`src/rtl/fixed_align_shifter_if.sv`:
```
// fixed_align_shifter_if: operand/result handshake bundle for the alignment stage
interface fixed_align_shifter_if #(
  parameter int FIXEDSIZE      = 32,
  parameter int RADIXPOINTSIZE = 6,
  parameter int MANTISSABITS   = 23
);
  logic                      InValid;
  logic                      OutReady;
  logic [MANTISSABITS:0]     InMantissa;
  logic                      InSign;
  logic [RADIXPOINTSIZE-1:0] InShiftAmount;
  logic                      InShiftDirection;
  logic                      OutValid;
  logic                      InAck;
  logic [FIXEDSIZE-1:0]      OutFixed;
  logic                      OutOverflow;
  modport slave (
    input  InValid, InMantissa, InSign, InShiftAmount, InShiftDirection, InAck,
    output OutReady, OutValid, OutFixed, OutOverflow
  );
  modport master (
    output InValid, InMantissa, InSign, InShiftAmount, InShiftDirection, InAck,
    input  OutReady, OutValid, OutFixed, OutOverflow
  );
endinterface

```
`src/rtl/fixed_align_shifter.sv`:
```
// fixed_align_shifter: one log-shift stage per cycle, then negate/saturate into a signed fixed word
module fixed_align_shifter #(
  parameter int FIXEDSIZE      = 32,
  parameter int RADIXPOINTSIZE = 6,
  parameter int MANTISSABITS   = 23
) (
  input logic                   Clk,
  input logic                   RstN,
  fixed_align_shifter_if.slave  io
);
  localparam int MW = MANTISSABITS + 1;
  localparam int EW = FIXEDSIZE > MW ? FIXEDSIZE : MW;
  localparam int IW = $clog2(RADIXPOINTSIZE + 1);
  localparam logic [FIXEDSIZE-1:0] MIN_NEG = {1'b1, {(FIXEDSIZE-1){1'b0}}};
  localparam logic [FIXEDSIZE-1:0] MAX_POS = {1'b0, {(FIXEDSIZE-1){1'b1}}};
  typedef enum logic [1:0] {IDLE, SHIFT, FIXUP, DONE} state_t;
  state_t                    state_q, state_d;
  logic [FIXEDSIZE-1:0]      work_q, work_d;
  logic [RADIXPOINTSIZE-1:0] amt_q, amt_d;
  logic                      dir_q, dir_d, sign_q, sign_d, ovf_q, ovf_d;
  logic [IW-1:0]             idx_q, idx_d;
  logic [EW-1:0]             mant_ext;
  logic [2*FIXEDSIZE-1:0]    wide;
  logic                      big, fix_ovf;
  int unsigned               sh;
  always_comb begin
    mant_ext = EW'(io.InMantissa);
    sh       = 32'd1 << idx_q;
    big      = sh >= 32'(FIXEDSIZE);
    wide     = {{FIXEDSIZE{1'b0}}, work_q} << sh;
    // the exact most-negative magnitude is the one MSB-set value that still fits
    fix_ovf  = ovf_q | (work_q[FIXEDSIZE-1] & ~(sign_q & (work_q == MIN_NEG)));
    state_d  = state_q;
    work_d   = work_q;
    amt_d    = amt_q;
    dir_d    = dir_q;
    sign_d   = sign_q;
    ovf_d    = ovf_q;
    idx_d    = idx_q;
    unique case (state_q)
      IDLE: if (io.InValid) begin
        work_d  = mant_ext[FIXEDSIZE-1:0];
        ovf_d   = (mant_ext >> FIXEDSIZE) != '0;
        amt_d   = io.InShiftAmount;
        dir_d   = io.InShiftDirection;
        sign_d  = io.InSign;
        idx_d   = '0;
        state_d = SHIFT;
      end
      SHIFT: begin
        if (amt_q[idx_q]) begin
          work_d = big ? '0 : dir_q ? work_q >> sh : wide[FIXEDSIZE-1:0];
          ovf_d  = ovf_q | (~dir_q & (big ? work_q != '0 : |wide[2*FIXEDSIZE-1:FIXEDSIZE]));
        end
        idx_d   = idx_q + 1'b1;
        state_d = idx_q == IW'(RADIXPOINTSIZE - 1) ? FIXUP : SHIFT;
      end
      FIXUP: begin
        ovf_d   = fix_ovf;
        work_d  = fix_ovf ? (sign_q ? MIN_NEG : MAX_POS) : sign_q ? -work_q : work_q;
        state_d = DONE;
      end
      DONE: state_d = io.InAck ? IDLE : DONE;
      default: state_d = IDLE;
    endcase
  end
  always_ff @(posedge Clk or negedge RstN) begin
    if (!RstN) begin
      state_q <= IDLE;
      work_q  <= '0;
      amt_q   <= '0;
      dir_q   <= 1'b0;
      sign_q  <= 1'b0;
      ovf_q   <= 1'b0;
      idx_q   <= '0;
    end else begin
      state_q <= state_d;
      work_q  <= work_d;
      amt_q   <= amt_d;
      dir_q   <= dir_d;
      sign_q  <= sign_d;
      ovf_q   <= ovf_d;
      idx_q   <= idx_d;
    end
  end
  assign io.OutReady    = state_q == IDLE;
  assign io.OutValid    = state_q == DONE;
  assign io.OutFixed    = state_q == DONE ? work_q : '0;
  assign io.OutOverflow = state_q == DONE & ovf_q;
endmodule

```
`src/flat_wrapper.sv`:
```
// flat-port wrapper written by rule: the top's interface ports become plain ports
module fixed_align_shifter_flat 
#(
  parameter int FIXEDSIZE      = 32,
  parameter int RADIXPOINTSIZE = 6,
  parameter int MANTISSABITS   = 23
)
  (Clk, RstN, io_InValid, io_InMantissa, io_InSign, io_InShiftAmount, io_InShiftDirection, io_InAck, io_OutReady, io_OutValid, io_OutFixed, io_OutOverflow);
  fixed_align_shifter_if #(.FIXEDSIZE(FIXEDSIZE), .RADIXPOINTSIZE(RADIXPOINTSIZE), .MANTISSABITS(MANTISSABITS)) io_i ();
  input logic Clk;
  input logic RstN;
  input wire logic [$bits(io_i.InValid)-1:0] io_InValid;
  input wire logic [$bits(io_i.InMantissa)-1:0] io_InMantissa;
  input wire logic [$bits(io_i.InSign)-1:0] io_InSign;
  input wire logic [$bits(io_i.InShiftAmount)-1:0] io_InShiftAmount;
  input wire logic [$bits(io_i.InShiftDirection)-1:0] io_InShiftDirection;
  input wire logic [$bits(io_i.InAck)-1:0] io_InAck;
  output wire logic [$bits(io_i.OutReady)-1:0] io_OutReady;
  output wire logic [$bits(io_i.OutValid)-1:0] io_OutValid;
  output wire logic [$bits(io_i.OutFixed)-1:0] io_OutFixed;
  output wire logic [$bits(io_i.OutOverflow)-1:0] io_OutOverflow;
  assign io_i.InValid = io_InValid;
  assign io_i.InMantissa = io_InMantissa;
  assign io_i.InSign = io_InSign;
  assign io_i.InShiftAmount = io_InShiftAmount;
  assign io_i.InShiftDirection = io_InShiftDirection;
  assign io_i.InAck = io_InAck;
  assign io_OutReady = io_i.OutReady;
  assign io_OutValid = io_i.OutValid;
  assign io_OutFixed = io_i.OutFixed;
  assign io_OutOverflow = io_i.OutOverflow;
  fixed_align_shifter #(.FIXEDSIZE(FIXEDSIZE), .RADIXPOINTSIZE(RADIXPOINTSIZE), .MANTISSABITS(MANTISSABITS)) u_core (.Clk(Clk), .RstN(RstN), .io(io_i));
endmodule
```
`config.mk`:
```
export PLATFORM = sky130hd
export DESIGN_NAME = fixed_align_shifter_flat
export DESIGN_NICKNAME = d
export VERILOG_FILES = /design/src/rtl/fixed_align_shifter_if.sv /design/src/rtl/fixed_align_shifter.sv /design/src/flat_wrapper.sv
export SDC_FILE = /design/constraint.sdc
export NUM_CORES = 1
export LEC_CHECK = 0
export CAP_MARGIN = 20
export CORE_ASPECT_RATIO = 1.5
export CORE_MARGIN = 3
export CORE_UTILIZATION = 25
export DETAILED_ROUTE_END_ITERATION = 7
export HOLD_SLACK_MARGIN = 0.02
export PLACE_DENSITY_LB_ADDON = 0.2
export SETUP_SLACK_MARGIN = 0.05
export SLEW_MARGIN = 15
export SYNTH_ARGS = -nofsm -noshare
export SYNTH_HDL_FRONTEND = slang
export SYNTH_SLANG_ARGS = --single-unit
export TNS_END_PERCENT = 100
```
`constraint.sdc`:
```
create_clock -name Clk -period 3.39 [get_ports Clk]
set_input_delay 0.678 -clock Clk [delete_from_list [all_inputs] [get_ports Clk]]
set_output_delay 0.678 -clock Clk [all_outputs]
set_load 0.05 [all_outputs]
```
==> flow_metrics.env <==
export IMPL_crit_path_end_kind="flip-flop"
export IMPL_syn_mean_instance_area_um2=7.295
export IMPL_gr_max_usage_layer="met2"
export IMPL_layout_drive_gt1_share_pct=24.32
export IMPL_viasPerCell=6.234
export IMPL_fmax_ghz=0.3132
export IMPL_grt_use_total_pct=27.02
export IMPL_vias=9588
export IMPL_final_cell_mix="buf_4, nand2_1, o21ai_0"
export IMPL_dpl_hpwl_mm=35.28
export IMPL_drv_cap=0
export IMPL_ctsHoldBuffers=0
export IMPL_synthArstFlopShare_pct=100.0
export IMPL_antenna_found_initial=0
export IMPL_status="complete, no violations"
export IMPL_synthDistinctLibCells=87
export IMPL_grt_pass1_wl_mm=65.32
export IMPL_syn_nets=1080
export IMPL_r2r_end="u_core.work_q[19]"
export IMPL_drc=0
export IMPL_io_buffers=70
export IMPL_cts_num_sinks=46
export IMPL_clk_pin_slew_ps=80
export IMPL_skew_ps=12.72
export IMPL_r2r_start="u_core.idx_q[1]"
export IMPL_fin_area_um2=9664
export IMPL_required_ps=3580
export IMPL_use_met1_pct=30.65
export IMPL_finish_net_count=1189
export IMPL_path_class="reg2reg"
export IMPL_ys_ff_latch=46
export IMPL_cp_max_fo=32
export IMPL_final_min_clock_period_ps=3193
export IMPL_start_util_pct=25.48
export IMPL_coreArea_um2=29580
export IMPL_cts_root_buffer="clkbuf_16"
export IMPL_grt_max_degree=50
export IMPL_diodes=0
export IMPL_grt_overflow_total=0
export IMPL_cts_tree="yes"
export IMPL_ys_seq_area_share_pct=15.27
export IMPL_hold_viol=0
export IMPL_rows=77
export IMPL_hold_path_class="in2async"
export IMPL_gp_congestion=1.033
export IMPL_synth_flop_cell="dfrtp_1"
export IMPL_rsz0062_at_grt="false"
export IMPL_post_route_period_util_pct=94.20
export IMPL_ant_nets=0
export IMPL_die_y_um=218.6
export IMPL_drv_slew=0
export IMPL_tightest_slew_ps=762.6
export IMPL_area_growth_pct=28.24
export IMPL_rrSetupSlack_ps=200
export IMPL_ys_warnings_count=0
export IMPL_setup_tns_ps=0
export IMPL_r2r_worst_path_cells=12
export IMPL_die_w_um=147.8
export IMPL_start_kind="flip-flop"
export IMPL_grt_pass1_vias=9487
export IMPL_grt_use_met3_pct=2.842
export IMPL_crit_arrival_ps=3390
export IMPL_synthCells=1033
export IMPL_numCtsBuffers=5
export IMPL_dr_first_iter_drc_count=951
export IMPL_place_area_um2=9438
export IMPL_slew_headroom_pct=49.16
export IMPL_firstDrtPassIters=5
export IMPL_syn_area_um2=7536
export IMPL_ctsLongestPathBuffers=2
export IMPL_setup_viol=0
export IMPL_pin_count=71
export IMPL_htree_levels=2
export IMPL_final_common_cell="buf_4"
export IMPL_dieArea_um2=32310
export IMPL_routed_wirelength_mm=45.02
export IMPL_clk_latency_ps=320
export IMPL_synth_edf_count=0
export IMPL_routedWlPerCell_um=29.27
export IMPL_global_route_usage_met2_pct=47.80
-- kinds of logic after synthesis --
family / count (synthesis) / share of synthesized area (%)
multiplexers: 87 / 14.16
flip-flops: 46 / 15.27
adder cells (fa/ha/maj): 11 / 1.826
AND/OR/NAND/NOR: 357 / 25.14
AO/OA/AOI/OAI: 372 / 33.87
XOR/XNOR: 21 / 2.441
buffers and inverters: 139 / 7.289
-- how the worst max path moves through the flow --
stage,end,cells after the start,start,slack (ps)
floorplan,u_core.work_q[31],14,u_core.idx_q[0],430
global placement,u_core.work_q[23],12,u_core.idx_q[0],110
detailed placement,u_core.work_q[23],12,u_core.idx_q[0],110
CTS,u_core.work_q[23],12,u_core.idx_q[0],90
global route,u_core.work_q[19],12,u_core.idx_q[1],70
finish,u_core.work_q[19],12,u_core.idx_q[1],200
-- what timing repair did --
item,4_1_cts,5_1_grt
buffers inserted,0,3
endpoints found under the setup margin,0,7
resized for setup,0,9
-- final cells by class --
cell class / count / area (um^2)
Fill cell: 3214 / 19910
Inverter: 19 / 71.32
Tap cell: 395 / 494.2
Multi-Input combinational cell: 848 / 5906
Clock inverter: 3 / 25.02
Sequential cell: 46 / 1151
Timing Repair Buffer: 222 / 1892
Clock buffer: 5 / 125.1
-- flip-flops by register name (all words and copies together), names as in the netlist --
register,count
u_core.idx_q,3
u_core.ovf_q,1
u_core.dir_q,1
u_core.work_q,32
u_core.amt_q,6
u_core.state_q,2
u_core.sign_q,1
-- Yosys cell counts (all sizes together), types with 8 or more instances --
master	n	area [um^2]
nand3	20	100.1
o22ai	10	62.56
nor4	15	108.9
mux4	13	292.8
clkbuf	93	350.3
a21oi	69	345.3
a221oi	21	183.9
nor2b	12	75.07
o21ai	93	465.5
a31oi	23	143.9
nor3	29	150.1
a221o	9	90.09
nor2	68	262.8
nand2	95	359.1
a211o	8	70.07
or3	22	137.6
a211oi	10	75.07
buf	27	127.6
xor2	11	96.34
inv	18	67.56
and3	11	68.82
a22oi	15	112.6
ha	11	137.6
mux2	27	304.0
o211ai	17	127.6
and2	35	219.0
xnor2	10	87.58
mux2i	47	470.5
nand4	8	50.05
a21o	8	60.06
nand2b	12	82.58
dfrtp	46	1151
o221ai	8	70.07
a22o	8	70.07
-- worst max-delay path, stage by stage, from the launching register on --
cell and delay (ps):
dfrtp_1 400, inv_1 80, ha_2 230, buf_12 190
nor4b_2 170, buf_4 170, buf_4 160, a222oi_1 430
a21o_1 290, mux2i_1 150, a22o_1 220, a221oi_1 440
a21oi_1 140
-- through the flow --
stage | worst slack, ps | util (%) | std cells | hold slack, ps
global route | 68.27 | 32.67 | 1538 | 467.1
global placement | 106.4 | 31.91 | 1527 | 486.1
CTS | 89.87 | 32.42 | 1535 | 443.8
floorplan | 432.9 | - | 1033 | 382.4
finish | 196.8 | 32.67 | 1538 | 426.4
detailed placement | 108.4 | 31.91 | 1527 | 495.3
-- routing by layer --
metal	part of all wire, %	up-vias
met5	0	-
met3	5.4	189
li1	-	4146
met1	36	4728
met2	50	525
met4	8.5	0
Power is left out: the tool's default activity adds up to more than one toggle a clock period on the data nets, which glitch-free logic cannot reach.
